`config.mk`:
```
export PLATFORM = sky130hd
export DESIGN_NAME = sort_gather_2
export DESIGN_NICKNAME = d
export VERILOG_FILES = /design/src/rtl/sort_gather_2.sv
export SDC_FILE = /design/constraint.sdc
export NUM_CORES = 1
export LEC_CHECK = 0
export CORE_MARGIN = 2
export CORE_UTILIZATION = 35
export CTS_CLUSTER_DIAMETER = 150
export DETAILED_ROUTE_END_ITERATION = 10
export PLACE_DENSITY_LB_ADDON = 0.05
export SLEW_MARGIN = 20
export SYNTH_ARGS = -nofsm -noshare
export SYNTH_HDL_FRONTEND = slang
export SYNTH_SLANG_ARGS = --single-unit
```
`constraint.sdc`:
```
create_clock -name clk -period 2.5 [get_ports clk]
set_clock_uncertainty 0.2 [all_clocks]
set_input_delay 0.625 -clock clk [delete_from_list [all_inputs] [get_ports clk]]
set_output_delay 0.625 -clock clk [all_outputs]
set_load 0.005 [all_outputs]
```
`src/rtl/sort_gather_2.sv`:
```
// Packs a valid/ready word stream into ordered pairs for the 2-input sorter.
// Optional macro SORT_GATHER_FLUSH_EN: a lone in_last word is padded with all-ones.
module sort_gather_2 #(
  parameter int WIDTH = 32,
  parameter int CNT_W = 16
) (
  input  logic             clk,
  input  logic             rst_n,
  input  logic [WIDTH-1:0] in_data,
  input  logic             in_valid,
  output logic             in_ready,
  input  logic             in_last,
  output logic [WIDTH-1:0] data_0,
  output logic [WIDTH-1:0] data_1,
  output logic             out_valid,
  input  logic             out_ready,
  output logic [CNT_W-1:0] pair_count
);

  // state | meaning
  // EMPTY | no word held
  // HALF  | data_0 holds the first word of a pair
  // FULL  | data_0/data_1 hold a complete pair, out_valid asserted
  typedef enum logic [1:0] {
    EMPTY = 2'd0,
    HALF  = 2'd1,
    FULL  = 2'd2
  } state_t;

  state_t state, state_nxt;
  logic   accept;
  logic   handoff;
  logic   load_0;
  logic   load_1;
  logic   fill_1;

  // out_ready reaches in_ready combinationally so a full pair can drain and refill in one cycle
  assign in_ready = (state != FULL) || out_ready;
  assign accept   = in_valid && in_ready;
  assign handoff  = out_valid && out_ready;

`ifndef SORT_GATHER_FLUSH_EN
  logic unused_last;
  assign unused_last = in_last;
`endif

  always_comb begin
    state_nxt = state;
    load_0    = 1'b0;
    load_1    = 1'b0;
    fill_1    = 1'b0;
    case (state)
      EMPTY: begin
        if (accept) begin
          load_0    = 1'b1;
          state_nxt = HALF;
`ifdef SORT_GATHER_FLUSH_EN
          if (in_last) begin
            fill_1    = 1'b1;
            state_nxt = FULL;
          end
`endif
        end
      end
      HALF: begin
        if (accept) begin
          load_1    = 1'b1;
          state_nxt = FULL;
        end
      end
      FULL: begin
        if (handoff) begin
          if (accept) begin
            load_0    = 1'b1;
            state_nxt = HALF;
          end else begin
            state_nxt = EMPTY;
          end
        end
      end
      default: state_nxt = EMPTY;
    endcase
  end

  always_ff @(posedge clk or negedge rst_n) begin
    if (!rst_n) begin
      state     <= EMPTY;
      out_valid <= 1'b0;
    end else begin
      state     <= state_nxt;
      out_valid <= (state_nxt == FULL);
    end
  end

  always_ff @(posedge clk or negedge rst_n) begin
    if (!rst_n) begin
      data_0 <= '0;
      data_1 <= '0;
    end else begin
      if (load_0) data_0 <= in_data;
      if (load_1) data_1 <= in_data;
      else if (fill_1) data_1 <= {WIDTH{1'b1}};
    end
  end

  always_ff @(posedge clk or negedge rst_n) begin
    if (!rst_n) pair_count <= '0;
    else if (handoff) pair_count <= pair_count + CNT_W'(1);
  end

endmodule

```
---- Word level (Yosys, flattened, before mapping) ----
Index checks and enable logic that the tools add are counted.
storage, ports and cells
  bits in registers ....................... 83
  latch bits .............................. 0
  bits in writable memories ............... 0
  ROM bits ................................ 0
  output and inout port bits .............. 82
  word-level logic and storage cells ...... 23
  memories ................................ 0
operators by class
  add/subtract/negate cells ............... 1
  $mul .................................... 0
  divide/modulo/power cells ............... 0
  order comparisons ....................... 0
  eq/ne operators ......................... 4
  shifts and indexed selects .............. 0
  mux-type cells .......................... 9
  bitwise gates (word level) .............. 0
  reduce and logical (&&, ||, !) cells .... 4
operators by type and width
  kind                   number
  $add 16x1->16 const B  1
  $mux 2                 3
  $pmux 2 s3             1
  $eq 2x2->1 const B     2
  $mux 1                 4
  $eq 2x1->1 const B     1
  $logic_and 1x1->1      2
  $logic_not 2->1        1
  $ne 2x2->1 const B     1
  $pmux 1 s2             1
  $logic_or 1x1->1       1

---- Logic depth before layout (Yosys ltp) ----
Gate-level depths: netlist (run 1).
  word-level depth ........................ 7
  gate-level depth with buffers ........... 4

---- Worst setup path after synthesis (run 1) ----
OpenSTA, ideal clock, no wires.
  path type ............................... input-to-output
  start ................................... in out_ready
  end ..................................... out in_ready
  arrival time ............................ 1.061 ns
  required time ........................... 1.675 ns
  setup slack ............................. 0.614 ns
  cell stages on the path ................. 1
  path through ............................ or3b_2
on the way
  word-level cells in the longest chain between the ends .. 1
ends and longest elaborated chain
  what              RTL line  source
  from (decl)       16        input logic out_ready,
  $logic_or 1x1->1  38        assign in_ready = (state != FULL) || out_ready;
  to (decl)         11        output logic in_ready,
No other way between the ends.

---- Worst setup path in the final report (run 1) ----
Ends and elaborated chain as after synthesis.

==> report_table.html, run 1 <==
<table>
<tr><th>Metric</th><th>Value</th></tr>
<tr><th colspan="2">Status</th></tr>
<tr><td>Status</td><td>finished, final reports clean</td></tr>
<tr><th colspan="2">Placed design</th></tr>
<tr><td>Post-place setup slack</td><td>-0.264 ns</td></tr>
<tr><td>Post-DP HPWL</td><td>4890 um</td></tr>
<tr><td>Number of input and output port buffers inserted</td><td>approximately 120</td></tr>
<tr><td>Global placer's final weighted congestion</td><td>between 0.7 and 0.8</td></tr>
<tr><td>Placement-stage cell area</td><td>between 0.004 and 0.005 mm^2</td></tr>
<tr><th colspan="2">Critical path</th></tr>
<tr><td>Type of element launching the critical path</td><td>input port</td></tr>
<tr><td>Worst Setup Path Type</td><td>input port to output pin</td></tr>
<tr><td>Buf+Inv Stages, Crit Path</td><td>2</td></tr>
<tr><td>Cell family contributing the most delay on the critical path</td><td>buffers and inverters</td></tr>
<tr><td>CP required</td><td>1.67 ns</td></tr>
<tr><td>Data arrival, critical path</td><td>1.61 ns</td></tr>
<tr><td>Delay of the slowest cell on the worst path</td><td>0.44 ns</td></tr>
<tr><td>Ordered list of cells on the worst path</td><td>clkdlybuf4s50_1 -&gt; or3b_2 -&gt; buf_2</td></tr>
<tr><td>Slowest stage cell, crit path</td><td>sky130_fd_sc_hd__or3b_2</td></tr>
<tr><td>Maximum fanout along the worst path</td><td>2</td></tr>
<tr><td>CP Capture Type</td><td>output pin</td></tr>
<tr><th colspan="2">Floorplanning</th></tr>
<tr><td>Standard cell core area</td><td>0.00906 mm^2</td></tr>
<tr><td>Effective utilization at floorplan</td><td>0.356</td></tr>
<tr><td>Number of cell rows</td><td>35</td></tr>
<tr><td>Num ports</td><td>119</td></tr>
<tr><td>Area of the die</td><td>approximately 0.010 mm^2</td></tr>
<tr><td>Die width</td><td>100 um</td></tr>
<tr><td>Die height</td><td>100 um</td></tr>
<tr><th colspan="2">Clocking</th></tr>
<tr><td>TritonCTS clock tree</td><td>done</td></tr>
<tr><td>H-tree levels</td><td>3</td></tr>
<tr><td>Total clock buffers created by CTS</td><td>9</td></tr>
<tr><td>Buffers from clock root to sink, at most</td><td>2</td></tr>
<tr><td>Clk_lat worst skew</td><td>approximately 0.33 ns</td></tr>
<tr><td>Cell at the root of the clock tree</td><td>sky130_fd_sc_hd__clkbuf_8</td></tr>
<tr><td>Number of buffers inserted for hold repair after clock tree synthesis</td><td>0</td></tr>
<tr><td>Clock sink count</td><td>between 80 and 90</td></tr>
<tr><td>Clock slew seen by the registers of the worst setup and hold paths</td><td>0.08 ns</td></tr>
<tr><td># Post-CTS Setup Buffers</td><td>0</td></tr>
<tr><th colspan="2">Synthesis</th></tr>
<tr><td>Yosys synthesis warning count</td><td>0</td></tr>
<tr><td>Synthesized net count</td><td>239</td></tr>
<tr><td>Syn Std Cell Area</td><td>0.00322 mm^2</td></tr>
<tr><td>Unique cell type count in the Yosys netlist</td><td>25</td></tr>
<tr><td>Flip-flop and latch count after synthesis</td><td>83</td></tr>
<tr><td>Sequential share of the synthesized area</td><td>0.644</td></tr>
<tr><td>Synthesized instance count</td><td>between 200 and 250</td></tr>
<tr><td>Mapped Avg Cell Area</td><td>16.0 um^2</td></tr>
<tr><th colspan="2">Route</th></tr>
<tr><td>Post-detailed-route DRC marker count</td><td>0</td></tr>
<tr><td>Drt via density</td><td>4.67</td></tr>
<tr><td>Number of DRC violations after detailed-routing iteration 0</td><td>13</td></tr>
<tr><td>Routed vias</td><td>2077</td></tr>
<tr><td>Number of detailed-route iterations in the first pass</td><td>4</td></tr>
<tr><td>Routed length per placed instance</td><td>between 15 and 20 um</td></tr>
<tr><td>Count of antenna-violating nets left after detailed routing</td><td>0</td></tr>
<tr><td>Drt total wl</td><td>6820 um</td></tr>
<tr><th colspan="2">STA</th></tr>
<tr><td>Period minus WS final</td><td>approximately 2.4 ns</td></tr>
<tr><td>Timing-limited maximum frequency</td><td>approximately 410 MHz</td></tr>
<tr><td>Setup slack of the critical path after layout</td><td>around 0.061 ns</td></tr>
<tr><td>Number of failing setup endpoints in the final timing report</td><td>0</td></tr>
<tr><td>Max-slew violation count</td><td>0</td></tr>
<tr><td>Final hold viol count</td><td>0</td></tr>
<tr><td>Unrepaired setup endpoints after global routing</td><td>false</td></tr>
<tr><td>Fin crit share</td><td>0.976</td></tr>
<tr><td>Actual slew at the worst max-slew pin</td><td>slightly below 0.6 ns</td></tr>
<tr><td>Worst max-slew margin expressed relative to the limit</td><td>0.604</td></tr>
<tr><td>Setup TNS</td><td>0 ns</td></tr>
<tr><th colspan="2">GRT</th></tr>
<tr><td>Global-route wire length before repair</td><td>11100 um</td></tr>
<tr><td>Total routing usage reported by global routing</td><td>0.143</td></tr>
<tr><td>Number of antenna violations at the first check in global routing</td><td>0</td></tr>
<tr><td>Via count of the first global-routing pass</td><td>between 2000 and 2500</td></tr>
<tr><td>Aggregate global routing overflow</td><td>0</td></tr>
<tr><td>Maximum number of pins on one net before global-route repair</td><td>46</td></tr>
<tr><th colspan="2">Run</th></tr>
<tr><td>Max-cap violations</td><td>0</td></tr>
<tr><th colspan="2">Pwr</th></tr>
<tr><td>Power per cell area</td><td>1160 mW/mm^2</td></tr>
<tr><td>Static leakage power</td><td>0.00203 uW</td></tr>
<tr><td>Power, Total</td><td>approximately 5500 uW</td></tr>
<tr><td>Peak ir drop on the vdd network</td><td>0.503 mV</td></tr>
<tr><th colspan="2">Cells and area</th></tr>
<tr><td>Fraction of layout instances using a drive strength above 1</td><td>0.254</td></tr>
<tr><td>Most frequent cells in the layout</td><td>115 x sky130_fd_sc_hd__clkdlybuf4s50_1, 83 x sky130_fd_sc_hd__dfrtp_1, 56 x sky130_fd_sc_hd__mux2_2, 13 x sky130_fd_sc_hd__xnor2_1, 10 x sky130_fd_sc_hd__clkbuf_8</td></tr>
<tr><td>Fin util</td><td>0.527</td></tr>
<tr><td>Fin area</td><td>approximately 0.0048 mm^2</td></tr>
<tr><td>Most common cell after layout, fill and taps aside</td><td>sky130_fd_sc_hd__clkdlybuf4s50_1</td></tr>
<tr><td>Number of antenna cells inserted</td><td>0</td></tr>
<tr><td>Total Nets Final</td><td>roughly 370</td></tr>
<tr><td>Syn-to-layout area delta</td><td>48.2%</td></tr>
<tr><th colspan="2">Worst hold path</th></tr>
<tr><td>Path class of the lowest-slack min-delay path</td><td>input port to async pin</td></tr>
</table>
## where the power goes
group	internal, uW	switching [uW]	total [uW]
logic	1640	686	2320
clock network	476	447	922
registers	1930	339	2270
total	4050	1470	5520
## registers in the layout (all words and copies together) (netlist names)
| register | cells |
|---|---|
| data_0 | 32 |
| data_1 | 32 |
| out_valid | 1 |
| pair_count | 16 |
| state | 2 |
## area by class of cell
cell class	instances	area (um^2)
flip-flops and latches	83	2080
well taps	111	139
multi-input cells	112	1090
repair buffers	125	1290
clock inverters	3	40.0
clock buffers	11	141
fillers	825	4290
## cell usage after synthesis, drive strengths merged
library cell   n  area (um^2)
nand2          7         28.8
nand3b         2         27.5
xnor2         13          114
buf            6         53.8
nand3          7         35.0
and4           3         28.8
nand4          3         18.8
xor2           2         17.5
nor3           1         16.3
a21o           1         7.51
a21oi          1         16.3
mux2          65          732
and2           1         6.26
dfrtp         83         2080
and3           2         12.5
ha             1         12.5
nand2b         1         6.26
or3b           1         8.76
nor2           1         3.75
## logic make-up after synthesis
group	count (synthesis)	synth area share
flip-flops	83	0.644
multiplexers	65	0.227
AND/OR/NAND/NOR	29	0.0598
XOR/XNOR	15	0.0408
buffers and inverters	6	0.0167
AO/OA/AOI/OAI	2	0.00738
adder cells (fa/ha/maj)	1	0.00388
## worst paths after layout
path / start / endpoint / slack [ns] / cells after the start
worst min-delay path: rst_n / data_1[3]$_DFFE_PN0P_ / 0.08 / 1
max in group asynchronous: rst_n / data_0[1]$_DFFE_PN0P_ / 1.42 / 2
worst max register to register: state[0]$_DFF_PN0_ / data_0[24]$_DFFE_PN0P_ / 0.79 / 4
worst max-delay path: out_ready / in_ready / 0.06 / 3
min in group clk: pair_count[15]$_DFFE_PN0P_ / pair_count[15]$_DFFE_PN0P_ / 0.28 / 1
worst min register to register: pair_count[15]$_DFFE_PN0P_ / pair_count[15]$_DFFE_PN0P_ / 0.28 / 1
## through the flow
| stage | hold WS [ns] | instances |
|---|---|---|
| finish | 0.0779 | 445 |
| global route | 0.111 | 445 |
| CTS | 0.102 | 445 |
| detailed placement | 0.266 | 431 |
| global placement | 0.263 | 431 |
| floorplan | 0.129 | 201 |
## routing by layer
metal | vias to the layer above | share of wire | wire length (um) | track usage
met4 | 0 | 0.014 | 97 | 0.0506
li1 | 968 | - | - | -
met2 | 69 | 0.47 | 3230 | 0.218
met3 | 10 | 0.070 | 474 | 0.0494
met1 | 1030 | 0.44 | 3020 | 0.192
met5 | - | 0 | 0 | 0
## repair_timing
action	in CTS	in global routing
hold endpoints to repair	0	0
resized for setup	4	0
endpoints found under the setup margin	1	0
No activity file was read; power rests on OpenSTA's default activity.
==> inputs of run 2 (changes only) <==
--- a/config.mk
+++ b/config.mk
@@ -11,3 +11,5 @@
 export DETAILED_ROUTE_END_ITERATION = 10
+export GPL_TIMING_DRIVEN = 0
 export PLACE_DENSITY_LB_ADDON = 0.05
+export REMOVE_ABC_BUFFERS = 1
 export SLEW_MARGIN = 20
==> constraint.sdc (replaced) <==
create_clock -name clk -period 2.5 [get_ports clk]
set_clock_uncertainty 0.2 [all_clocks]
set_input_delay 0.5 -clock clk [delete_from_list [all_inputs] [get_ports clk]]
set_output_delay 0.5 -clock clk [all_outputs]
set_load 0.005 [all_outputs]
==> report_table.html, run 2 (synthesized netlist as in run 1, its figures left out) <==
<table>
<tr><th>Metric</th><th>Value</th></tr>
<tr><th colspan="2">Status</th></tr>
<tr><td>Status</td><td>finished, final reports clean</td></tr>
<tr><th colspan="2">Floorplanning</th></tr>
<tr><td>Die width</td><td>100 um (unchanged)</td></tr>
<tr><td>Effective utilization at floorplan</td><td>0.356 (unchanged)</td></tr>
<tr><td>Num ports</td><td>119 (unchanged)</td></tr>
<tr><td>Standard cell core area</td><td>0.00906 mm^2 (unchanged)</td></tr>
<tr><td>Number of cell rows</td><td>35 (unchanged)</td></tr>
<tr><td>Area of the die</td><td>0.00999 mm^2 (unchanged)</td></tr>
<tr><td>Die height</td><td>100 um (unchanged)</td></tr>
<tr><th colspan="2">Cells and area</th></tr>
<tr><td>Largest registers</td><td>data_0: 32 flops, data_1: 32 flops, pair_count: 16 flops</td></tr>
<tr><td>Most frequent cells in the layout</td><td>115 x sky130_fd_sc_hd__clkdlybuf4s50_1, 82 x sky130_fd_sc_hd__dfrtp_1, 56 x sky130_fd_sc_hd__mux2_2, 13 x sky130_fd_sc_hd__xnor2_1</td></tr>
<tr><td>Total Nets Final</td><td>364 (-1.4%)</td></tr>
<tr><td>Most common cell after layout, fill and taps aside</td><td>sky130_fd_sc_hd__clkdlybuf4s50_1</td></tr>
<tr><td>Fin util</td><td>0.523 (-0.00373)</td></tr>
<tr><td>Syn-to-layout area delta</td><td>47.1%</td></tr>
<tr><td>Fill cell instance count of the final layout</td><td>809 (-1.9%)</td></tr>
<tr><td>Fraction of layout instances using a drive strength above 1</td><td>0.239 (-0.0151)</td></tr>
<tr><td>Number of antenna cells inserted</td><td>0 (unchanged)</td></tr>
<tr><th colspan="2">GRT</th></tr>
<tr><td>Via count of the first global-routing pass</td><td>2103 (-3.7%)</td></tr>
<tr><td>Aggregate global routing overflow</td><td>0 (unchanged)</td></tr>
<tr><td>Global-route wire length before repair</td><td>11100 um (-0.13%)</td></tr>
<tr><td>Number of antenna violations at the first check in global routing</td><td>0 (unchanged)</td></tr>
<tr><td>Total routing usage reported by global routing</td><td>0.143 (-0.000383)</td></tr>
<tr><td>Maximum number of pins on one net before global-route repair</td><td>50 (+8.7%)</td></tr>
<tr><th colspan="2">STA</th></tr>
<tr><td>Setup slack of the critical path after layout</td><td>0.0737 ns (+0.0130 ns)</td></tr>
<tr><td>Period minus WS final</td><td>2.43 ns (-0.0130 ns)</td></tr>
<tr><td>Fin crit share</td><td>0.971 (-0.00520)</td></tr>
<tr><td>Setup TNS</td><td>0 ns (unchanged)</td></tr>
<tr><td>Worst max-slew margin expressed relative to the limit</td><td>0.565 (-0.0386)</td></tr>
<tr><td>Number of failing setup endpoints in the final timing report</td><td>0 (unchanged)</td></tr>
<tr><td>Unrepaired setup endpoints after global routing</td><td>false</td></tr>
<tr><td>Actual slew at the worst max-slew pin</td><td>0.651 ns (+0.0565 ns)</td></tr>
<tr><td>Final hold viol count</td><td>0 (unchanged)</td></tr>
<tr><td>Max-slew violation count</td><td>0 (unchanged)</td></tr>
<tr><td>Timing-limited maximum frequency</td><td>412 MHz (+0.54%)</td></tr>
<tr><th colspan="2">Placed design</th></tr>
<tr><td>Post-place setup slack</td><td>-0.216 ns (+0.0484 ns)</td></tr>
<tr><td>Global placer's final weighted congestion</td><td>0.688 (-4.4%)</td></tr>
<tr><td>Number of input and output port buffers inserted</td><td>117 (unchanged)</td></tr>
<tr><td>Post-DP HPWL</td><td>4730 um (-3.4%)</td></tr>
<tr><th colspan="2">Critical path</th></tr>
<tr><td>Worst R2R Setup Slack</td><td>0.44 ns (-0.35 ns)</td></tr>
<tr><td>Startpoint of the worst register-to-register path</td><td>state[0]$_DFF_PN0_</td></tr>
<tr><td>Maximum fanout along the worst path</td><td>5 (+3)</td></tr>
<tr><td>Type of element launching the critical path</td><td>flip-flop</td></tr>
<tr><td>CP required</td><td>1.80 ns (+0.13 ns)</td></tr>
<tr><td>Worst Setup Path Type</td><td>flip-flop to output pin</td></tr>
<tr><td>CP Capture Type</td><td>output pin</td></tr>
<tr><td>Data arrival, critical path</td><td>1.73 ns (+0.12 ns)</td></tr>
<tr><td>Critical Path Source</td><td>state[1]$_DFF_PN0_</td></tr>
<tr><th colspan="2">Worst hold path</th></tr>
<tr><td>Path class of the lowest-slack min-delay path</td><td>flip-flop to flip-flop</td></tr>
<tr><td>Worst Hold Launch</td><td>pair_count[15]$_DFFE_PN0P_</td></tr>
<tr><th colspan="2">Pwr</th></tr>
<tr><td>Peak ir drop on the vdd network</td><td>0.578 mV (+15%)</td></tr>
<tr><td>Power per cell area</td><td>1170 mW/mm^2 (+1.5%)</td></tr>
<tr><td>Static leakage power</td><td>0.00200 uW (-1.4%)</td></tr>
<tr><th colspan="2">Clocking</th></tr>
<tr><td>TritonCTS clock tree</td><td>done</td></tr>
<tr><td>Clock sink count</td><td>83 (unchanged)</td></tr>
<tr><td>Cell at the root of the clock tree</td><td>sky130_fd_sc_hd__clkbuf_8</td></tr>
<tr><td>Buffers from clock root to sink, at most</td><td>2 (unchanged)</td></tr>
<tr><td>H-tree levels</td><td>3 (unchanged)</td></tr>
<tr><td>Total clock buffers created by CTS</td><td>9 (unchanged)</td></tr>
<tr><td>Clk_lat worst skew</td><td>0.33 ns (about the same)</td></tr>
<tr><td>Clock slew seen by the registers of the worst setup and hold paths</td><td>0.08 ns (about the same)</td></tr>
<tr><th colspan="2">Run</th></tr>
<tr><td>Max-cap violations</td><td>0 (unchanged)</td></tr>
<tr><th colspan="2">Route</th></tr>
<tr><td>Number of detailed-route iterations in the first pass</td><td>2 (-2)</td></tr>
<tr><td>Routed vias</td><td>2055 (-1.1%)</td></tr>
<tr><td>Routed length per placed instance</td><td>15.3 um (-0.20%)</td></tr>
<tr><td>Drt total wl</td><td>6740 um (-1.1%)</td></tr>
<tr><td>Drt via density</td><td>4.66 (-0.16%)</td></tr>
<tr><td>Count of antenna-violating nets left after detailed routing</td><td>0 (unchanged)</td></tr>
<tr><td>Number of DRC violations after detailed-routing iteration 0</td><td>24 (+11)</td></tr>
<tr><td>Post-detailed-route DRC marker count</td><td>0 (unchanged)</td></tr>
</table>
## run 2: cell count changes in the layout (fill, tap and decap cells not counted), sizes merged
| cell | change |
|---|---|
| clkinvlp | +1 |
| buf | -7 |
| dlygate4sd3 | +1 |
| dlygate4sd2 | +1 |
| clkinv | -1 |
| bufinv | +1 |
## run 2: worst max-delay path, stage by stage (launching register included)
cell	delay, ns
sky130_fd_sc_hd__dfrtp_1	0.47
sky130_fd_sc_hd__or3b_2	0.47
sky130_fd_sc_hd__clkdlybuf4s50_1	0.45
## run 2: timing repair
item,CTS,global route
resized for setup,1,1
hold buffers,1,0
hold endpoints to repair,34,0
buffers inserted,0,0
endpoints found under the setup margin,1,1
## run 2: per-layer routing
metal | up-vias | wire length (um) | global-route usage
met2 | 73 | 3150 | 0.218
met3 | 6 | 563 | 0.0627
met4 | 0 | 73 | 0.0411
li1 | 956 | - | -
met1 | 1020 | 2960 | 0.186
met5 | - | 0 | 0
## run 2: final timing paths
check,to,cells after the start
min in group asynchronous,data_1[17]$_DFFE_PN0P_,2
max in group asynchronous,state[0]$_DFF_PN0_,3
worst max-delay path,in_ready,2
worst min-delay path,pair_count[15]$_DFFE_PN0P_,1
worst min register to register,pair_count[15]$_DFFE_PN0P_,1
worst max register to register,data_0[1]$_DFFE_PN0P_,4
## run 2: final cells by class
class	instances	area (um^2)	share of cell area
Clock inverter	4	76.3	0.0161
Clock buffer	11	131	0.0277
Sequential cell	83	2080	0.438
Multi-Input combinational cell	112	1090	0.230
Timing Repair Buffer	120	1220	0.258
Tap cell	111	139	0.0293
## run 2: report_power, final
| group | internal [uW] | total [uW] | switching, uW |
|---|---|---|---|
| sequential | 1940 | 2270 | 334 |
| combinational | 1590 | 2270 | 679 |
| clock | 560 | 1020 | 460 |
| total | 4090 | 5560 | 1470 |
## run 2: stage by stage
step / hold WS, ns / cell area, um^2 / std cells / total power [uW]
final: 0.284 / 4740 / 441 / 5560
after global routing: 0.316 / 4740 / 441 / 5930
after CTS: 0.288 / 4740 / 441 / 5670
after detailed placement: 0.274 / 4520 / 425 / 4610
after global placement: 0.265 / 4480 / 423 / 4530
after floorplan: 0.00441 / 3170 / 195 / 3110
==> inputs of run 3 (changes only) <==
- CORE_UTILIZATION: 35 -> 40
==> report_table.html, run 3 (synthesized netlist as in run 1, its figures left out) <==
<table>
<tr><th>Metric</th><th>Value</th></tr>
<tr><th colspan="2">Status</th></tr>
<tr><td>Status</td><td>finished, final reports clean</td></tr>
<tr><th colspan="2">Cells and area</th></tr>
<tr><td>Total Nets Final</td><td>364 (unchanged)</td></tr>
<tr><td>Layout Cells excl Fill</td><td>432 (-2.0%)</td></tr>
<tr><td>Fill cell instance count of the final layout</td><td>638 (-21%)</td></tr>
<tr><td>Fraction of layout instances using a drive strength above 1</td><td>0.236 (-0.00303)</td></tr>
<tr><td>Fin area</td><td>0.00472 mm^2 (-0.40%)</td></tr>
<tr><td>Largest registers</td><td>data_0: 32 flops, data_1: 32 flops, pair_count: 16 flops</td></tr>
<tr><td>Syn-to-layout area delta</td><td>46.5%</td></tr>
<tr><td>Number of antenna cells inserted</td><td>0 (unchanged)</td></tr>
<tr><td>Most frequent cells in the layout</td><td>115 x sky130_fd_sc_hd__clkdlybuf4s50_1, 83 x sky130_fd_sc_hd__dfrtp_1, 56 x sky130_fd_sc_hd__mux2_2, 13 x sky130_fd_sc_hd__xnor2_1, 11 x sky130_fd_sc_hd__clkbuf_8</td></tr>
<tr><td>Most common cell after layout, fill and taps aside</td><td>sky130_fd_sc_hd__clkdlybuf4s50_1</td></tr>
<tr><th colspan="2">Route</th></tr>
<tr><td>Drt via density</td><td>4.81 (+3.2%)</td></tr>
<tr><td>Number of detailed-route iterations in the first pass</td><td>3 (+1)</td></tr>
<tr><td>Routed length per placed instance</td><td>15.1 um (-1.3%)</td></tr>
<tr><td>Count of antenna-violating nets left after detailed routing</td><td>0 (unchanged)</td></tr>
<tr><td>Routed vias</td><td>2078 (+1.1%)</td></tr>
<tr><td>Drt total wl</td><td>6520 um (-3.3%)</td></tr>
<tr><td>Post-detailed-route DRC marker count</td><td>0 (unchanged)</td></tr>
<tr><td>Number of DRC violations after detailed-routing iteration 0</td><td>44 (+83%)</td></tr>
<tr><th colspan="2">Placed design</th></tr>
<tr><td>Global placer's final weighted congestion</td><td>0.689 (about the same)</td></tr>
<tr><td>Post-DP HPWL</td><td>4600 um (-2.7%)</td></tr>
<tr><td>Placement-stage cell area</td><td>0.00452 mm^2 (about the same)</td></tr>
<tr><td>Number of input and output port buffers inserted</td><td>117 (unchanged)</td></tr>
<tr><td>Dpl cells</td><td>416 (-2.1%)</td></tr>
<tr><th colspan="2">Pwr</th></tr>
<tr><td>Static leakage power</td><td>0.00200 uW (+0.22%)</td></tr>
<tr><td>Peak ir drop on the vdd network</td><td>0.567 mV (-1.9%)</td></tr>
<tr><td>Power per cell area</td><td>1160 mW/mm^2 (-0.90%)</td></tr>
<tr><td>Power, Total</td><td>5490 uW (-1.3%)</td></tr>
<tr><th colspan="2">Clocking</th></tr>
<tr><td>Clk_lat worst skew</td><td>0.34 ns (about the same)</td></tr>
<tr><td>H-tree levels</td><td>3 (unchanged)</td></tr>
<tr><td>Total clock buffers created by CTS</td><td>9 (unchanged)</td></tr>
<tr><td>Clock slew seen by the registers of the worst setup and hold paths</td><td>0.08 ns (about the same)</td></tr>
<tr><td>Cell at the root of the clock tree</td><td>sky130_fd_sc_hd__clkbuf_8</td></tr>
<tr><td># Post-CTS Setup Buffers</td><td>0 (unchanged)</td></tr>
<tr><td>Buffers from clock root to sink, at most</td><td>2 (unchanged)</td></tr>
<tr><td>Clock sink count</td><td>83 (unchanged)</td></tr>
<tr><td>TritonCTS clock tree</td><td>done</td></tr>
<tr><th colspan="2">Floorplanning</th></tr>
<tr><td>Standard cell core area</td><td>0.00777 mm^2 (-14%)</td></tr>
<tr><td>Effective utilization at floorplan</td><td>0.415 (+0.0594)</td></tr>
<tr><td>Die height</td><td>93.8 um (-6.2%)</td></tr>
<tr><td>Die width</td><td>93.8 um (-6.2%)</td></tr>
<tr><td>Number of cell rows</td><td>32 (-8.6%)</td></tr>
<tr><td>Num ports</td><td>119 (unchanged)</td></tr>
<tr><td>Area of the die</td><td>0.00879 mm^2 (-12%)</td></tr>
<tr><th colspan="2">GRT</th></tr>
<tr><td>Global-route wire length before repair</td><td>10600 um (-5.0%)</td></tr>
<tr><td>Aggregate global routing overflow</td><td>0 (unchanged)</td></tr>
<tr><td>Maximum number of pins on one net before global-route repair</td><td>51 (+2.0%)</td></tr>
<tr><td>Number of antenna violations at the first check in global routing</td><td>0 (unchanged)</td></tr>
<tr><td>Via count of the first global-routing pass</td><td>2151 (+2.3%)</td></tr>
<tr><td>Total routing usage reported by global routing</td><td>0.155 (+0.0125)</td></tr>
<tr><th colspan="2">Critical path</th></tr>
<tr><td>CP Capture Type</td><td>output pin</td></tr>
<tr><td>Type of element launching the critical path</td><td>flip-flop</td></tr>
<tr><td>Maximum fanout along the worst path</td><td>5 (unchanged)</td></tr>
<tr><td>Data arrival, critical path</td><td>1.71 ns (-0.02 ns)</td></tr>
<tr><td>Worst Setup Path Type</td><td>flip-flop to output pin</td></tr>
<tr><td>CP required</td><td>1.80 ns (about the same)</td></tr>
<tr><th colspan="2">Worst hold path</th></tr>
<tr><td>Path class of the lowest-slack min-delay path</td><td>flip-flop to flip-flop</td></tr>
<tr><th colspan="2">STA</th></tr>
<tr><td>Number of failing setup endpoints in the final timing report</td><td>0 (unchanged)</td></tr>
<tr><td>Timing-limited maximum frequency</td><td>415 MHz (+0.67%)</td></tr>
<tr><td>Worst max-slew margin expressed relative to the limit</td><td>0.503 (-0.0622)</td></tr>
<tr><td>Hold WS</td><td>0.278 ns (-0.00618 ns)</td></tr>
<tr><td>Unrepaired setup endpoints after global routing</td><td>false</td></tr>
<tr><td>Actual slew at the worst max-slew pin</td><td>0.744 ns (+0.0930 ns)</td></tr>
<tr><td>Period minus WS final</td><td>2.41 ns (-0.0162 ns)</td></tr>
<tr><td>Final hold viol count</td><td>0 (unchanged)</td></tr>
<tr><td>Fin crit share</td><td>0.964 (-0.00648)</td></tr>
<tr><td>Max-slew violation count</td><td>0 (unchanged)</td></tr>
<tr><th colspan="2">Run</th></tr>
<tr><td>Max-cap violations</td><td>0 (unchanged)</td></tr>
</table>
-- run 3: worst paths after layout --
| kind | cells after the start | from | to | slack [ns] |
|---|---|---|---|---|
| max | 2 | state[0]$_DFF_PN0_ | in_ready | 0.09 |
| min in group asynchronous | 2 | rst_n | data_1[0]$_DFFE_PN0P_ | 0.45 |
| max reg2reg | 4 | state[0]$_DFF_PN0_ | data_0[19]$_DFFE_PN0P_ | 0.37 |
| min | 1 | pair_count[15]$_DFFE_PN0P_ | pair_count[15]$_DFFE_PN0P_ | 0.28 |
| max in group asynchronous | 3 | rst_n | data_0[22]$_DFFE_PN0P_ | 1.05 |
| min reg2reg | 1 | pair_count[15]$_DFFE_PN0P_ | pair_count[15]$_DFFE_PN0P_ | 0.28 |
-- run 3: area by class of cell --
cell class,instances,area [um^2],area share
Sequential cell,83,2080,0.440
Tap cell,102,128,0.0270
Multi-Input combinational cell,112,1090,0.231
Timing Repair Buffer,120,1230,0.261
Clock inverter,2,35.0,0.00742
Clock buffer,13,159,0.0336
-- run 3: where the power goes --
group | total [uW] | switching [uW] | internal [uW]
clock | 950 | 439 | 511
combinational | 2270 | 683 | 1590
sequential | 2260 | 329 | 1930
total | 5490 | 1450 | 4040
-- run 3: through the flow --
stage,setup TNS [ns],util,worst slack [ns]
floorplan,0,-,0.524
global placement,-206.18,0.575,-2.32
detailed placement,-6.04,0.582,-0.291
CTS,0,0.608,0.0639
global route,0,0.608,0.0199
finish,0,0.608,0.0899
-- run 3: metal layers --
metal | vias to the layer above | GRT usage | routed length [um]
li1 | 961 | - | -
met1 | 1029 | 0.197 | 2940
met2 | 79 | 0.242 | 2910
met3 | 9 | 0.0578 | 568
met4 | 0 | 0.0616 | 100
met5 | - | 0 | 0
-- run 3: repair_timing --
item                                   CTS  global route
hold buffers                             1             0
endpoints found under the hold margin   33             0
setup endpoints to repair                1             0
resized for setup                        1             0
-- run 3: critical path, cell delays in order, from the launching register on --
cell	delay (ns)
sky130_fd_sc_hd__dfrtp_1	0.44
sky130_fd_sc_hd__or3b_2	0.48
sky130_fd_sc_hd__clkdlybuf4s50_1	0.46
